## src/rtl/basys3_keypad_if.sv

```systemverilog
// basys3_keypad_if: CPU-side key bus between the keypad scanner (slave) and the AVR I/O bus (master).
interface basys3_keypad_if;
    logic [3:0] key_code;
    logic       key_valid;
    logic       key_down;
    logic       overrun;
    logic       key_ack;

    modport slave  (output key_code, key_valid, key_down, overrun, input  key_ack);
    modport master (input  key_code, key_valid, key_down, overrun, output key_ack);
endinterface

```

## src/rtl/basys3_keypad.sv

```systemverilog
// basys3_keypad: column-scanning, debounced reader for a 4x4 Pmod KYPD keypad.
// Optional build macro KEYPAD_FIFO_EN swaps the single holding register for a 4-entry key FIFO.
module basys3_keypad #(
    parameter int unsigned SCAN_DIV_BITS  = 16,
    parameter int unsigned DEBOUNCE_SCANS = 3
) (
    input  logic           clk,
    input  logic           rst_n,
    output logic [3:0]     col_out,
    input  logic [3:0]     row_in,
    basys3_keypad_if.slave bus
);
    localparam int unsigned CNT_W = $clog2(DEBOUNCE_SCANS + 1);
    localparam logic [CNT_W-1:0] CNT_MAX = CNT_W'(DEBOUNCE_SCANS);

    typedef enum logic [1:0] {IDLE, PRESS_CHK, HELD, REL_CHK} state_t;

    logic [3:0]               row_s1_q, row_s2_q;
    logic [SCAN_DIV_BITS-1:0] div_q;
    logic [1:0]               col_q;
    logic [3:0]               col_out_q;
    logic                     frame_hit_q;
    logic [3:0]               frame_code_q;
    state_t                   state_q;
    logic [3:0]               cand_q;
    logic [CNT_W-1:0]         cnt_q;
    logic                     key_down_q;

    logic             tick_c, frame_end_c, row_hit_c, hit_c, emit_c;
    logic [1:0]       row_idx_c;
    logic [3:0]       code_c;
    logic [CNT_W-1:0] cnt_inc_c;

    // Physical key position to hex legend.
    function automatic logic [3:0] key_map(input logic [1:0] r, input logic [1:0] c);
        case ({r, c})
            4'b00_00: key_map = 4'h1;  4'b00_01: key_map = 4'h2;
            4'b00_10: key_map = 4'h3;  4'b00_11: key_map = 4'hA;
            4'b01_00: key_map = 4'h4;  4'b01_01: key_map = 4'h5;
            4'b01_10: key_map = 4'h6;  4'b01_11: key_map = 4'hB;
            4'b10_00: key_map = 4'h7;  4'b10_01: key_map = 4'h8;
            4'b10_10: key_map = 4'h9;  4'b10_11: key_map = 4'hC;
            4'b11_00: key_map = 4'h0;  4'b11_01: key_map = 4'hF;
            4'b11_10: key_map = 4'hE;  default:  key_map = 4'hD;
        endcase
    endfunction

    // Scan timing, first-hit-of-frame selection and emit decision.
    always_comb begin
        tick_c      = (div_q == {SCAN_DIV_BITS{1'b1}});
        frame_end_c = tick_c && (col_q == 2'd3);
        row_hit_c   = ~&row_s2_q;
        row_idx_c   = 2'd0;
        for (int r = 3; r >= 0; r--) begin
            if (!row_s2_q[r]) row_idx_c = 2'(r);
        end
        hit_c     = frame_hit_q || row_hit_c;
        code_c    = frame_hit_q ? frame_code_q : key_map(row_idx_c, col_q);
        cnt_inc_c = cnt_q + CNT_W'(1);
        emit_c    = 1'b0;
        if (frame_end_c && hit_c) begin
            case (state_q)
                IDLE:      emit_c = (DEBOUNCE_SCANS == 1);
                PRESS_CHK: emit_c = (code_c == cand_q) && (cnt_inc_c == CNT_MAX);
                default:   emit_c = 1'b0;
            endcase
        end
    end

    // Two-flop synchroniser for the asynchronous row lines.
    always_ff @(posedge clk or negedge rst_n) begin
        if (!rst_n) begin
            row_s1_q <= 4'hF;
            row_s2_q <= 4'hF;
        end else begin
            row_s1_q <= row_in;
            row_s2_q <= row_s1_q;
        end
    end

    // Column divider/walker and per-frame first-hit capture.
    always_ff @(posedge clk or negedge rst_n) begin
        if (!rst_n) begin
            div_q        <= '0;
            col_q        <= 2'd0;
            col_out_q    <= 4'b1110;
            frame_hit_q  <= 1'b0;
            frame_code_q <= 4'd0;
        end else begin
            div_q <= div_q + SCAN_DIV_BITS'(1);
            if (tick_c) begin
                col_q     <= col_q + 2'd1;
                col_out_q <= ~(4'b0001 << (col_q + 2'd1));
                if (frame_end_c) begin
                    frame_hit_q  <= 1'b0;
                    frame_code_q <= 4'd0;
                end else begin
                    frame_hit_q  <= hit_c;
                    frame_code_q <= code_c;
                end
            end
        end
    end

    // Debounce FSM, stepped once per completed frame; key_down tracks HELD/REL_CHK.
    always_ff @(posedge clk or negedge rst_n) begin
        if (!rst_n) begin
            state_q    <= IDLE;
            cand_q     <= 4'd0;
            cnt_q      <= '0;
            key_down_q <= 1'b0;
        end else if (frame_end_c) begin
            case (state_q)
                IDLE: begin
                    if (hit_c) begin
                        cand_q <= code_c;
                        cnt_q  <= CNT_W'(1);
                        if (DEBOUNCE_SCANS == 1) begin
                            state_q    <= HELD;
                            key_down_q <= 1'b1;
                        end else begin
                            state_q <= PRESS_CHK;
                        end
                    end
                end
                PRESS_CHK: begin
                    if (hit_c && (code_c == cand_q)) begin
                        cnt_q <= cnt_inc_c;
                        if (emit_c) begin
                            state_q    <= HELD;
                            key_down_q <= 1'b1;
                        end
                    end else begin
                        state_q <= IDLE;
                        cnt_q   <= '0;
                    end
                end
                HELD: begin
                    if (!hit_c) begin
                        cnt_q <= CNT_W'(1);
                        if (DEBOUNCE_SCANS == 1) begin
                            state_q    <= IDLE;
                            key_down_q <= 1'b0;
                        end else begin
                            state_q <= REL_CHK;
                        end
                    end
                end
                REL_CHK: begin
                    if (!hit_c) begin
                        cnt_q <= cnt_inc_c;
                        if (cnt_inc_c == CNT_MAX) begin
                            state_q    <= IDLE;
                            key_down_q <= 1'b0;
                            cnt_q      <= '0;
                        end
                    end else begin
                        state_q <= HELD;
                    end
                end
                default: begin
                    state_q    <= IDLE;
                    key_down_q <= 1'b0;
                end
            endcase
        end
    end

`ifdef KEYPAD_FIFO_EN
    logic [3:0] fifo_q [4];
    logic [1:0] wr_q, rd_q;
    logic [2:0] fcnt_q;
    logic       overrun_q;
    logic       pop_c, full_c, push_ok_c;

    // FIFO push/pop qualification; a pop frees the slot for a same-cycle push.
    always_comb begin
        pop_c     = bus.key_ack && (fcnt_q != 3'd0);
        full_c    = (fcnt_q == 3'd4);
        push_ok_c = emit_c && (!full_c || pop_c);
    end

    // Key FIFO storage, pointers and overrun flag.
    always_ff @(posedge clk or negedge rst_n) begin
        if (!rst_n) begin
            for (int i = 0; i < 4; i++) fifo_q[i] <= 4'd0;
            wr_q      <= 2'd0;
            rd_q      <= 2'd0;
            fcnt_q    <= 3'd0;
            overrun_q <= 1'b0;
        end else begin
            if (push_ok_c) begin
                fifo_q[wr_q] <= code_c;
                wr_q         <= wr_q + 2'd1;
            end
            if (pop_c) rd_q <= rd_q + 2'd1;
            fcnt_q <= fcnt_q + 3'(push_ok_c) - 3'(pop_c);
            if (emit_c && full_c && !pop_c) overrun_q <= 1'b1;
            else if (pop_c)                 overrun_q <= 1'b0;
        end
    end

    assign bus.key_code  = fifo_q[rd_q];
    assign bus.key_valid = (fcnt_q != 3'd0);
    assign bus.overrun   = overrun_q;
`else
    logic [3:0] key_code_q;
    logic       key_valid_q, overrun_q;

    // Single holding register; a new key overwrites, and wins over a same-cycle ack.
    always_ff @(posedge clk or negedge rst_n) begin
        if (!rst_n) begin
            key_code_q  <= 4'd0;
            key_valid_q <= 1'b0;
            overrun_q   <= 1'b0;
        end else if (emit_c) begin
            key_code_q  <= code_c;
            key_valid_q <= 1'b1;
            if (key_valid_q && !bus.key_ack) overrun_q <= 1'b1;
        end else if (bus.key_ack && key_valid_q) begin
            key_valid_q <= 1'b0;
            overrun_q   <= 1'b0;
        end
    end

    assign bus.key_code  = key_code_q;
    assign bus.key_valid = key_valid_q;
    assign bus.overrun   = overrun_q;
`endif

    assign bus.key_down = key_down_q;
    assign col_out      = col_out_q;
endmodule
```

## src/flat_wrapper.sv

```systemverilog
// flat-port wrapper written by rule: the top's interface ports become plain ports
module basys3_keypad_flat 
#(
    parameter int unsigned SCAN_DIV_BITS  = 16,
    parameter int unsigned DEBOUNCE_SCANS = 3
)
  (clk, rst_n, col_out, row_in, bus_key_code, bus_key_valid, bus_key_down, bus_overrun, bus_key_ack);
  basys3_keypad_if bus_i ();
  input  logic clk;
  input  logic rst_n;
  output logic [3:0] col_out;
  input  logic [3:0] row_in;
  output wire logic [$bits(bus_i.key_code)-1:0] bus_key_code;
  output wire logic [$bits(bus_i.key_valid)-1:0] bus_key_valid;
  output wire logic [$bits(bus_i.key_down)-1:0] bus_key_down;
  output wire logic [$bits(bus_i.overrun)-1:0] bus_overrun;
  input wire logic [$bits(bus_i.key_ack)-1:0] bus_key_ack;
  assign bus_key_code = bus_i.key_code;
  assign bus_key_valid = bus_i.key_valid;
  assign bus_key_down = bus_i.key_down;
  assign bus_overrun = bus_i.overrun;
  assign bus_i.key_ack = bus_key_ack;
  basys3_keypad #(.SCAN_DIV_BITS(SCAN_DIV_BITS), .DEBOUNCE_SCANS(DEBOUNCE_SCANS)) u_core (.clk(clk), .rst_n(rst_n), .col_out(col_out), .row_in(row_in), .bus(bus_i));
endmodule
```

## config.mk

```make
export PLATFORM = sky130hd
export DESIGN_NAME = basys3_keypad_flat
export DESIGN_NICKNAME = d
export VERILOG_FILES = /design/src/rtl/basys3_keypad_if.sv /design/src/rtl/basys3_keypad.sv /design/src/flat_wrapper.sv
export SDC_FILE = /design/constraint.sdc
export NUM_CORES = 1
export LEC_CHECK = 0
export ABC_AREA = 1
export BUFFER_PORTS_ARGS = -buffer_cell sky130_fd_sc_hd__buf_2
export CAP_MARGIN = 20
export CORE_ASPECT_RATIO = 1.75
export CORE_MARGIN = 2
export CORE_UTILIZATION = 40
export DETAILED_ROUTE_END_ITERATION = 10
export PLACE_DENSITY = 0.57
export SETUP_SLACK_MARGIN = 0.2
export SLEW_MARGIN = 10
export SYNTH_ARGS = -nofsm -noshare
export SYNTH_HDL_FRONTEND = slang
export SYNTH_SLANG_ARGS = --single-unit
```

## constraint.sdc

```tcl
create_clock -name clk -period 3.2 [get_ports clk]
set_clock_uncertainty 0.2 [all_clocks]
set_input_delay 0.48 -clock clk [delete_from_list [all_inputs] [get_ports clk]]
set_output_delay 0.48 -clock clk [all_outputs]
set_load 0.05 [all_outputs]
```

==> results of run 1 <==
==> metal layers <==
| layer | wire length (µm) | track usage (%) | vias up | share of wire (%) |
|---|---|---|---|---|
| li1 | - | - | 922 | - |
| met1 | 1930 | 16.3 | 864 | 41 |
| met2 | 2580 | 29.1 | 17 | 55 |
| met3 | 73 | 2.19 | 7 | 1.6 |
| met4 | 82 | 5.59 | 0 | 1.8 |
| met5 | 0 | 0 | - | 0 |
==> synthesized netlist by cell type (2+ instances only) <==
library cell / number
dfrtp_1: 39
nand4_1: 9
nand2_1: 61
o21ai_2: 5
dfstp_2: 11
nand3_1: 21
nor2_2: 2
a21oi_1: 9
nor2_1: 19
o22ai_1: 2
xor2_1: 7
nor3_4: 2
nand2_4: 2
o21ai_1: 3
inv_1: 34
buf_2: 2
o21ai_0: 10
ha_1: 10
xnor2_1: 8
nor3_2: 3
==> worst min path at each step <==
stage / to / from / slack, ps / cells after the start
after global routing: u_core.row_s1_q[3]$_DFF_PN1_ / row_in[3] / 50 / 1
after global placement: u_core.row_s2_q[2]$_DFF_PN1_ / u_core.row_s1_q[2]$_DFF_PN1_ / 150 / 0
after CTS: u_core.row_s1_q[2]$_DFF_PN1_ / row_in[2] / 50 / 1
after floorplan: u_core.bus.key_code[0]$_DFFE_PN0P_ / rst_n / -20 / 0
final: u_core.row_s1_q[2]$_DFF_PN1_ / row_in[2] / 60 / 1
after detailed placement: u_core.row_s2_q[1]$_DFF_PN1_ / u_core.row_s1_q[1]$_DFF_PN1_ / 150 / 0
==> power by group through the flow <==
| stage | logic [µW] | clock network [µW] | registers [µW] |
|---|---|---|---|
| 3_3_place_gp | 48.2 | 0 | 655 |
| 4_1_cts | 49.6 | 417 | 643 |
| 3_5_place_dp | 48.1 | 0 | 655 |
| 2_1_floorplan | 23.8 | 0 | 655 |
| 6_report | 47.3 | 400 | 643 |
| 5_1_grt | 54.8 | 438 | 644 |
==> worst max-delay path: cells and delay by family (launching register included) <==
family          cells  cell delay (ps)
compound gates      1              110
fa+ha+maj           1              320
buf+inv             1              120
flops               1              460
simple gates        9             1360
==> layout make-up <==
| cell class | instances | area [µm²] | share of cell area (%) |
|---|---|---|---|
| clock buffers | 6 | 82.6 | 2.97 |
| repair buffers | 20 | 110 | 3.97 |
| flip-flops and latches | 50 | 1260 | 45.6 |
| multi-input cells | 183 | 1070 | 38.6 |
| well taps | 80 | 100 | 3.61 |
| clock inverters | 2 | 16.3 | 0.586 |
| inverters | 35 | 131 | 4.73 |
==> logic make-up (layout without fill, tap and decap cells) <==
kind of cell	count (synthesis)	count (layout)	synth area share, %
buf+inv	39	63	6.27
flops	50	50	50.8
fa+ha+maj	10	10	5.02
simple gates	125	125	24.6
mux	1	1	0.452
xor+xnor	15	15	5.27
compound gates	32	32	7.58
==> repair_timing <==
action | 4_1_cts | 5_1_grt
hold buffers | 1 | 0
resized for setup | 0 | 0
endpoints found under the hold margin | 21 | 0
==> sequential cells by signal, indices dropped and copies added, names as in the netlist <==
| signal | count |
|---|---|
| u_core.col_out | 4 |
| u_core.bus.key_code | 4 |
| u_core.row_s1_q | 4 |
| u_core.cnt_q | 2 |
| u_core.frame_hit_q | 1 |
| u_core.state_q | 2 |
| u_core.bus.key_valid | 1 |
| u_core.div_q | 16 |
| u_core.bus.overrun | 1 |
| u_core.frame_code_q | 4 |
| u_core.bus.key_down | 1 |
| u_core.row_s2_q | 4 |
| u_core.cand_q | 4 |
| u_core.col_q | 2 |
==> layout by cell type, fill, tap and decap left out, types with 2 or more instances in the layout <==
master | netlist | final
nor2_1 | 19 | 19
xnor2_1 | 8 | 8
nand2_4 | 2 | 2
a21oi_1 | 9 | 9
inv_1 | 34 | 34
clkbuf_8 | 0 | 6
nor3_4 | 2 | 2
nand4_1 | 9 | 9
nor2_2 | 2 | 2
nand2_1 | 61 | 61
xor2_1 | 7 | 7
o21ai_1 | 3 | 3
o22ai_1 | 2 | 2
o21ai_0 | 10 | 10
nand3_1 | 21 | 21
ha_1 | 10 | 10
nor3_2 | 3 | 3
dfrtp_1 | 39 | 39
dfstp_2 | 11 | 11
o21ai_2 | 5 | 5
buf_4 | 0 | 2
buf_2 | 2 | 17
==> stage by stage <==
stage,area [µm²],hold WS [ps]
2_1_floorplan,2490,-15.6
3_3_place_gp,2670,146
3_5_place_dp,2670,148
4_1_cts,2780,49.3
5_1_grt,2780,45.7
6_report,2780,58.6
==> metrics.md, run 1 <==
| Metric | Value |
|---|---|
| Via count of the first global-routing pass | `1791` |
| Max Fanout on Critical Path | `11` |
| CTS H-Tree Depth | `2` |
| Number of remaining DRC errors | `0` |
| Clock insertion delay at the later pin of the skew report | `310 ps` |
| Highest attainable clock frequency | `0.378 GHz` |
| CP Cell Sequence | `inv_1 > ha_1 > nand3b_1 > nand3_1 > nand3_1 > nand3_1 > nand2_1 > nor2_2 > nand3_1 > nand2_1 > nand2_1 > a21oi_1` |
| Avg Synthesized Cell Area | `9.16 µm²` |
| Placed wire-length estimate | `3520 µm` |
| Post-place setup slack | `578 ps` |
| Number of nets with antenna violations after routing | `0` |
| Slew at the pin closest to its max-slew limit | `520 ps` |
| Num rows | `38` |
| End-of-flow core utilization | `45.3%` |
| Leak Pwr | `0.00139 µW` |
| Chip Height | `108 µm` |
| Power Dens Cells | `393 nW/µm²` |
| Status | `complete, no violations` |
| Antenna fix cells | `0` |
| Type of destination of the critical path | `register` |
| Part of the power in the clock network | `36.7%` |
| Register area share after synthesis | `50.8%` |
| Non-filler cells, final | `376` |
| Final Hold Fails | `0` |
| Post-CTS setup buffer count | `0` |
| Unrepaired setup endpoints after global routing | `no` |
| First-pass GRT wire length | `8080 µm` |
| Combinational group share of total power | `4.3%` |
| Register-to-register setup slack | `560 ps` |
| Filler Cell Count | `604` |
| Yosys warning total | `0` |
| Core Footprint | `6130 µm²` |
| Largest vdd supply drop | `0.188 mV` |
| Area Growth Syn to Fin | `11.4%` |
| Min-Delay Path Class | `in2reg` |
| Capturing instance or port of the critical path | `u_core.bus.key_down$_DFFE_PN0P_` |
| Number of max-cap violations | `0` |
| Critical path startpoint category | `register` |
| Clock buffer count from CTS | `5` |
| Synth area leaders | `dfrtp_1, dfstp_2, nand2_1` |
| Final setup violation count | `0` |
| Reg2reg end | `u_core.bus.key_down$_DFFE_PN0P_` |
| Maximum number of pins on one net before global-route repair | `30` |
| Number of enable-type register cells in the synthesized netlist | `0` |
| Async set-or-reset flop fraction in the synthesized netlist | `100%` |
| Worst R2R Start | `u_core.col_q[0]$_DFFE_PN0N_` |
| Post-CTS clock slew at the launch and capture registers of the worst setup and hold paths | `90 ps` |
| Worst endpoint required time | `3240 ps` |
| Total clock sinks | `50` |
| Top-area cell type share of the netlist area | `39.2%` |
| Switching Share | `23.7%` |
| Largest area contributor in the netlist | `dfrtp_1` |
| CTS Buffer Depth | `2` |
| Area of the mapped netlist | `2490 µm²` |
| Fraction of final layout cells sized beyond drive strength 1 | `19.3%` |
| Aggregate global-route resource usage | `15.1%` |
| Final Routed Wirelength | `4670 µm` |
| Switch Pwr | `258 µW` |
| Critical Path Slowest Stage Cell | `dfrtp_1` |
| I/O pin count | `18` |
| Minimum setup slack in the final design | `556 ps` |
| Port bufs | `17` |
| Synth unique cells | `33` |
| Total of flip-flops plus latches after synthesis | `50` |
| Violation count after the first detailed-route iteration | `49` |
| Synthesized net count | `289` |
| Register share of total power | `59.0%` |
| Tot Pwr | `1090 µW` |
| Type of the worst setup path | `reg2reg` |
| Slew Limit Headroom | `65.2%` |
| Max incr delay on CP | `460 ps` |
| Initial core utilization | `40.6%` |
| Total via count after detailed routing | `1810` |
| Worst EP arrival | `2680 ps` |
| Horizontal die dimension | `63.7 µm` |
| Aggregate negative setup slack | `0 ps` |
| Detail-routed net length per standard cell | `12.4 µm` |
| Final max-slew violation count | `0` |
| CTS tree | `built` |
| Cell count after placement | `367` |
| First element of the critical path | `u_core.col_q[0]$_DFFE_PN0N_` |
| Post-route clock period utilization | `82.6%` |
| NumNets Final | `312` |
| Die footprint | `6900 µm²` |
| Average vias per placed instance | `4.81` |
| Cell count of the worst reg-to-reg path | `12` |
| Overflow left after global routing | `0` |
| Most used DFF post-synth | `dfrtp_1` |
| Cells after Synth | `272` |
| Number of antenna violations at the first check in global routing | `0` |
| Time the final worst path needs with I/O delays and setup | `2640 ps` |
| P_int | `832 µW` |
| Cell with the most instances on the worst path | `nand3_1` |
| Clock Tree Root | `clkbuf_8` |
| Drt first pass iters | `4` |
| Global placer's final weighted congestion | `0.853` |
No activity file was read; power rests on OpenSTA's default activity.
==> run 2, diff against run 1 <==
Settings changed: ABC_AREA 1 to 0, PLACE_DENSITY 0.57 to 0.59.
Clock period 3.2 ns to 2.27 ns, I/O delays scaled along.
==> run 2 against run 1 <==
Net effect:
- clock power increased by 32%
- clock-buffer cell count shrank 1
- combinational power increased by 110%
- cell area grew 20%
- highest routed layer unchanged
- the flow now finishes with violations (negative setup slack)
- die area shrank 2.2%
- critical path depth decreased by 2
==> metrics.md, run 2 <==
| Metric | Value |
|---|---|
| Final setup violation count | `11` |
| Time the final worst path needs with I/O delays and setup | `2590 ps` |
| Final Routed Wirelength | `5210 µm` |
| Clock Tree Root | `clkbuf_8` |
| Highest attainable clock frequency | `0.386 GHz` |
| Cells after Synth | `230` |
| Number of enable-type register cells in the synthesized netlist | `0` |
| Initial core utilization | `41.4%` |
| Overflow left after global routing | `0` |
| Average vias per placed instance | `4.93` |
| Horizontal die dimension | `63.0 µm` |
| Non-filler cells, final | `378` |
| Max Fanout on Critical Path | `3` |
| Final max-slew violation count | `0` |
| Worst endpoint required time | `2290 ps` |
| Minimum setup slack in the final design | `-320 ps` |
| Most used DFF post-synth | `dfrtp_1` |
| Power Dens Cells | `461 nW/µm²` |
| Number of nets with antenna violations after routing | `0` |
| Post-route clock period utilization | `114%` |
| Largest vdd supply drop | `0.290 mV` |
| Total of flip-flops plus latches after synthesis | `50` |
| Area Growth Syn to Fin | `36.9%` |
| Num rows | `37` |
| Slew at the pin closest to its max-slew limit | `499 ps` |
| Port bufs | `17` |
| CTS Buffer Depth | `2` |
| Clock buffer count from CTS | `5` |
| I/O pin count | `18` |
| Avg Synthesized Cell Area | `10.6 µm²` |
| Die footprint | `6750 µm²` |
| Fraction of final layout cells sized beyond drive strength 1 | `39.3%` |
| Total clock sinks | `50` |
| Placed wire-length estimate | `3540 µm` |
| Cell with the most instances after synthesis | `dfrtp_1` |
| NumNets Final | `316` |
| Critical Path Slowest Stage Cell | `mux4_2` |
| CTS tree | `built` |
| Maximum number of pins on one net before global-route repair | `31` |
| End-of-flow core utilization | `56.7%` |
| Number of max-cap violations | `0` |
| Min-Delay Path Class | `in2reg` |
| Synth cell count leaders | `dfrtp_1, nor2_1, nand2_1` |
| Synth area leaders | `dfrtp_1, dfstp_2, ha_1` |
| Leak Pwr | `0.00156 µW` |
| Worst EP arrival | `2610 ps` |
| Number of antenna violations at the first check in global routing | `0` |
| Chip Height | `107 µm` |
| Violation count after the first detailed-route iteration | `75` |
| Critical path startpoint category | `register` |
| Aggregate negative setup slack | `-2680 ps` |
| Status | `complete, but fails checks` |
| Antenna fix cells | `0` |
| Total via count after detailed routing | `1864` |
| Area of the mapped netlist | `2440 µm²` |
| Synth unique cells | `45` |
| Top-area cell type share of the netlist area | `40.1%` |
| Hold Path Cell Cnt | `4` |
| Cell count of the worst reg-to-reg path | `10` |
| Filler Cell Count | `554` |
| Core Footprint | `5880 µm²` |
| Unrepaired setup endpoints after global routing | `yes` |
| Type of destination of the critical path | `register` |
| Yosys warning total | `0` |
| Detail-routed net length per standard cell | `13.8 µm` |
| Type of the worst setup path | `reg2reg` |
| Async set-or-reset flop fraction in the synthesized netlist | `100%` |
| CP Cell Sequence | `nand2b_1 > a21boi_2 > mux4_2 > mux2i_4 > xor2_2 > buf_4 > buf_6 > buf_6 > a31oi_1 > a21oi_1` |
| CTS H-Tree Depth | `2` |
| Global placer's final weighted congestion | `0.792` |
| Number of remaining DRC errors | `0` |
| Drt first pass iters | `4` |
| Synthesized net count | `247` |
| Max incr delay on CP | `560 ps` |
| Aggregate global-route resource usage | `16.1%` |
| Leading cell type in the layout, fill and taps excluded | `dfrtp_1` |
| Cell count after placement | `349` |
| Post-CTS clock slew at the launch and capture registers of the worst setup and hold paths | `90 ps` |
| Clock insertion delay at the later pin of the skew report | `300 ps` |
| Cell with the most instances on the worst path | `buf_6` |
| First-pass GRT wire length | `8580 µm` |
| Most used cells in the layout excluding fill and tap cells | `dfrtp_1, buf_4, nand2_1, nor2_1, buf_2` |
| Via count of the first global-routing pass | `1859` |
| Largest area contributor in the netlist | `dfrtp_1` |
| Register bank with the most flops | `u_core.div_q` |
| Register area share after synthesis | `51.9%` |
| Violations in the final reports | `negative setup slack` |
| Final Hold Fails | `0` |
| Number of flip-flops under the largest register name | `16` |
| Slew Limit Headroom | `66.7%` |
[run 2: changes by cell type after synthesis, sizes merged, moves of 4 or more]
cell / change
nand2: -44
clkbuf: +4
nand3: -13
nand4: -6
xnor2: +5
mux2i: +4
o21ai: -8
inv: -19
[run 2: final cells by class]
class	instances	area, µm²	share of cell area, %
clock buffer	5	68.8	2.06
clock inverter	3	21.3	0.638
inverter	16	60.1	1.80
multi-input combinational	157	1290	38.6
sequential	50	1260	37.9
tap	78	97.6	2.93
timing repair buffer	69	534	16.0
[run 2: final timing paths]
check                                             start                             end  slack (ps)
setup / recovery           u_core.row_s2_q[2]$_DFF_PN1_   u_core.state_q[1]$_DFFE_PN0P_        -320
hold / removal                              bus_key_ack  u_core.bus.overrun$_DFFE_PN0P_         150
setup reg to reg           u_core.row_s2_q[2]$_DFF_PN1_   u_core.state_q[1]$_DFFE_PN0P_        -320
hold reg to reg            u_core.row_s1_q[2]$_DFF_PN1_    u_core.row_s2_q[2]$_DFF_PN1_         160
max in group asynchronous                         rst_n    u_core.row_s2_q[0]$_DFF_PN1_         950
min in group asynchronous                         rst_n     u_core.col_q[1]$_DFFE_PN0N_         330
[run 2: critical path, delay by kind of cell, from the launching register on]
kind	cells	cell delay (ps)
AOI/OAI and AO/OA	3	410
muxes	2	760
xor gates and xnor gates	1	170
DFF	1	540
buffers and inverters	3	350
and+or+nand+nor	1	60
[run 2: timing repair]
item,CTS,global route
buffers inserted,3,13
resized for setup,9,37
pin swaps,4,11
endpoints found under the setup margin,16,20
endpoints found under the hold margin,16,0
hold buffers,5,0
cloned,0,0
[run 2: logic make-up after synthesis]
group / count (synthesis) / share of synthesized area (%)
AO/OA/AOI/OAI: 43 / 11.4
XOR/XNOR: 22 / 8.78
adder cells (fa/ha/maj): 10 / 5.14
buffers and inverters: 23 / 3.85
flip-flops: 50 / 51.9
multiplexers: 7 / 4.16
AND/OR/NAND/NOR: 75 / 14.7
[run 2: through the flow]
| step | total power [µW] | hold WS (ps) | worst slack [ps] | instance area (µm²) |
|---|---|---|---|---|
| after global placement | 1000 | 134 | -238 | 2850 |
| after detailed placement | 1000 | 141 | -278 | 2850 |
| after global routing | 1610 | 167 | -447 | 3340 |
| final | 1540 | 149 | -320 | 3340 |
| after floorplan | 951 | -155 | -464 | 2460 |
| after CTS | 1550 | 138 | -306 | 3060 |
[run 2: report_power, final]
group,switching (µW),internal (µW),leakage [µW]
combinational,53.5,47.3,0.000870
sequential,3.64,903,0.000646
clock,312,217,0.0000441
total,369,1170,0.00156
[run 2: metal layers]
| metal | global-route usage (%) | vias up | wire, µm |
|---|---|---|---|
| li1 | - | 937 | - |
| met1 | 17.7 | 911 | 2070 |
| met2 | 30.7 | 10 | 3010 |
| met3 | 2.52 | 6 | 66 |
| met4 | 5.71 | 0 | 62 |
| met5 | 0 | - | 0 |
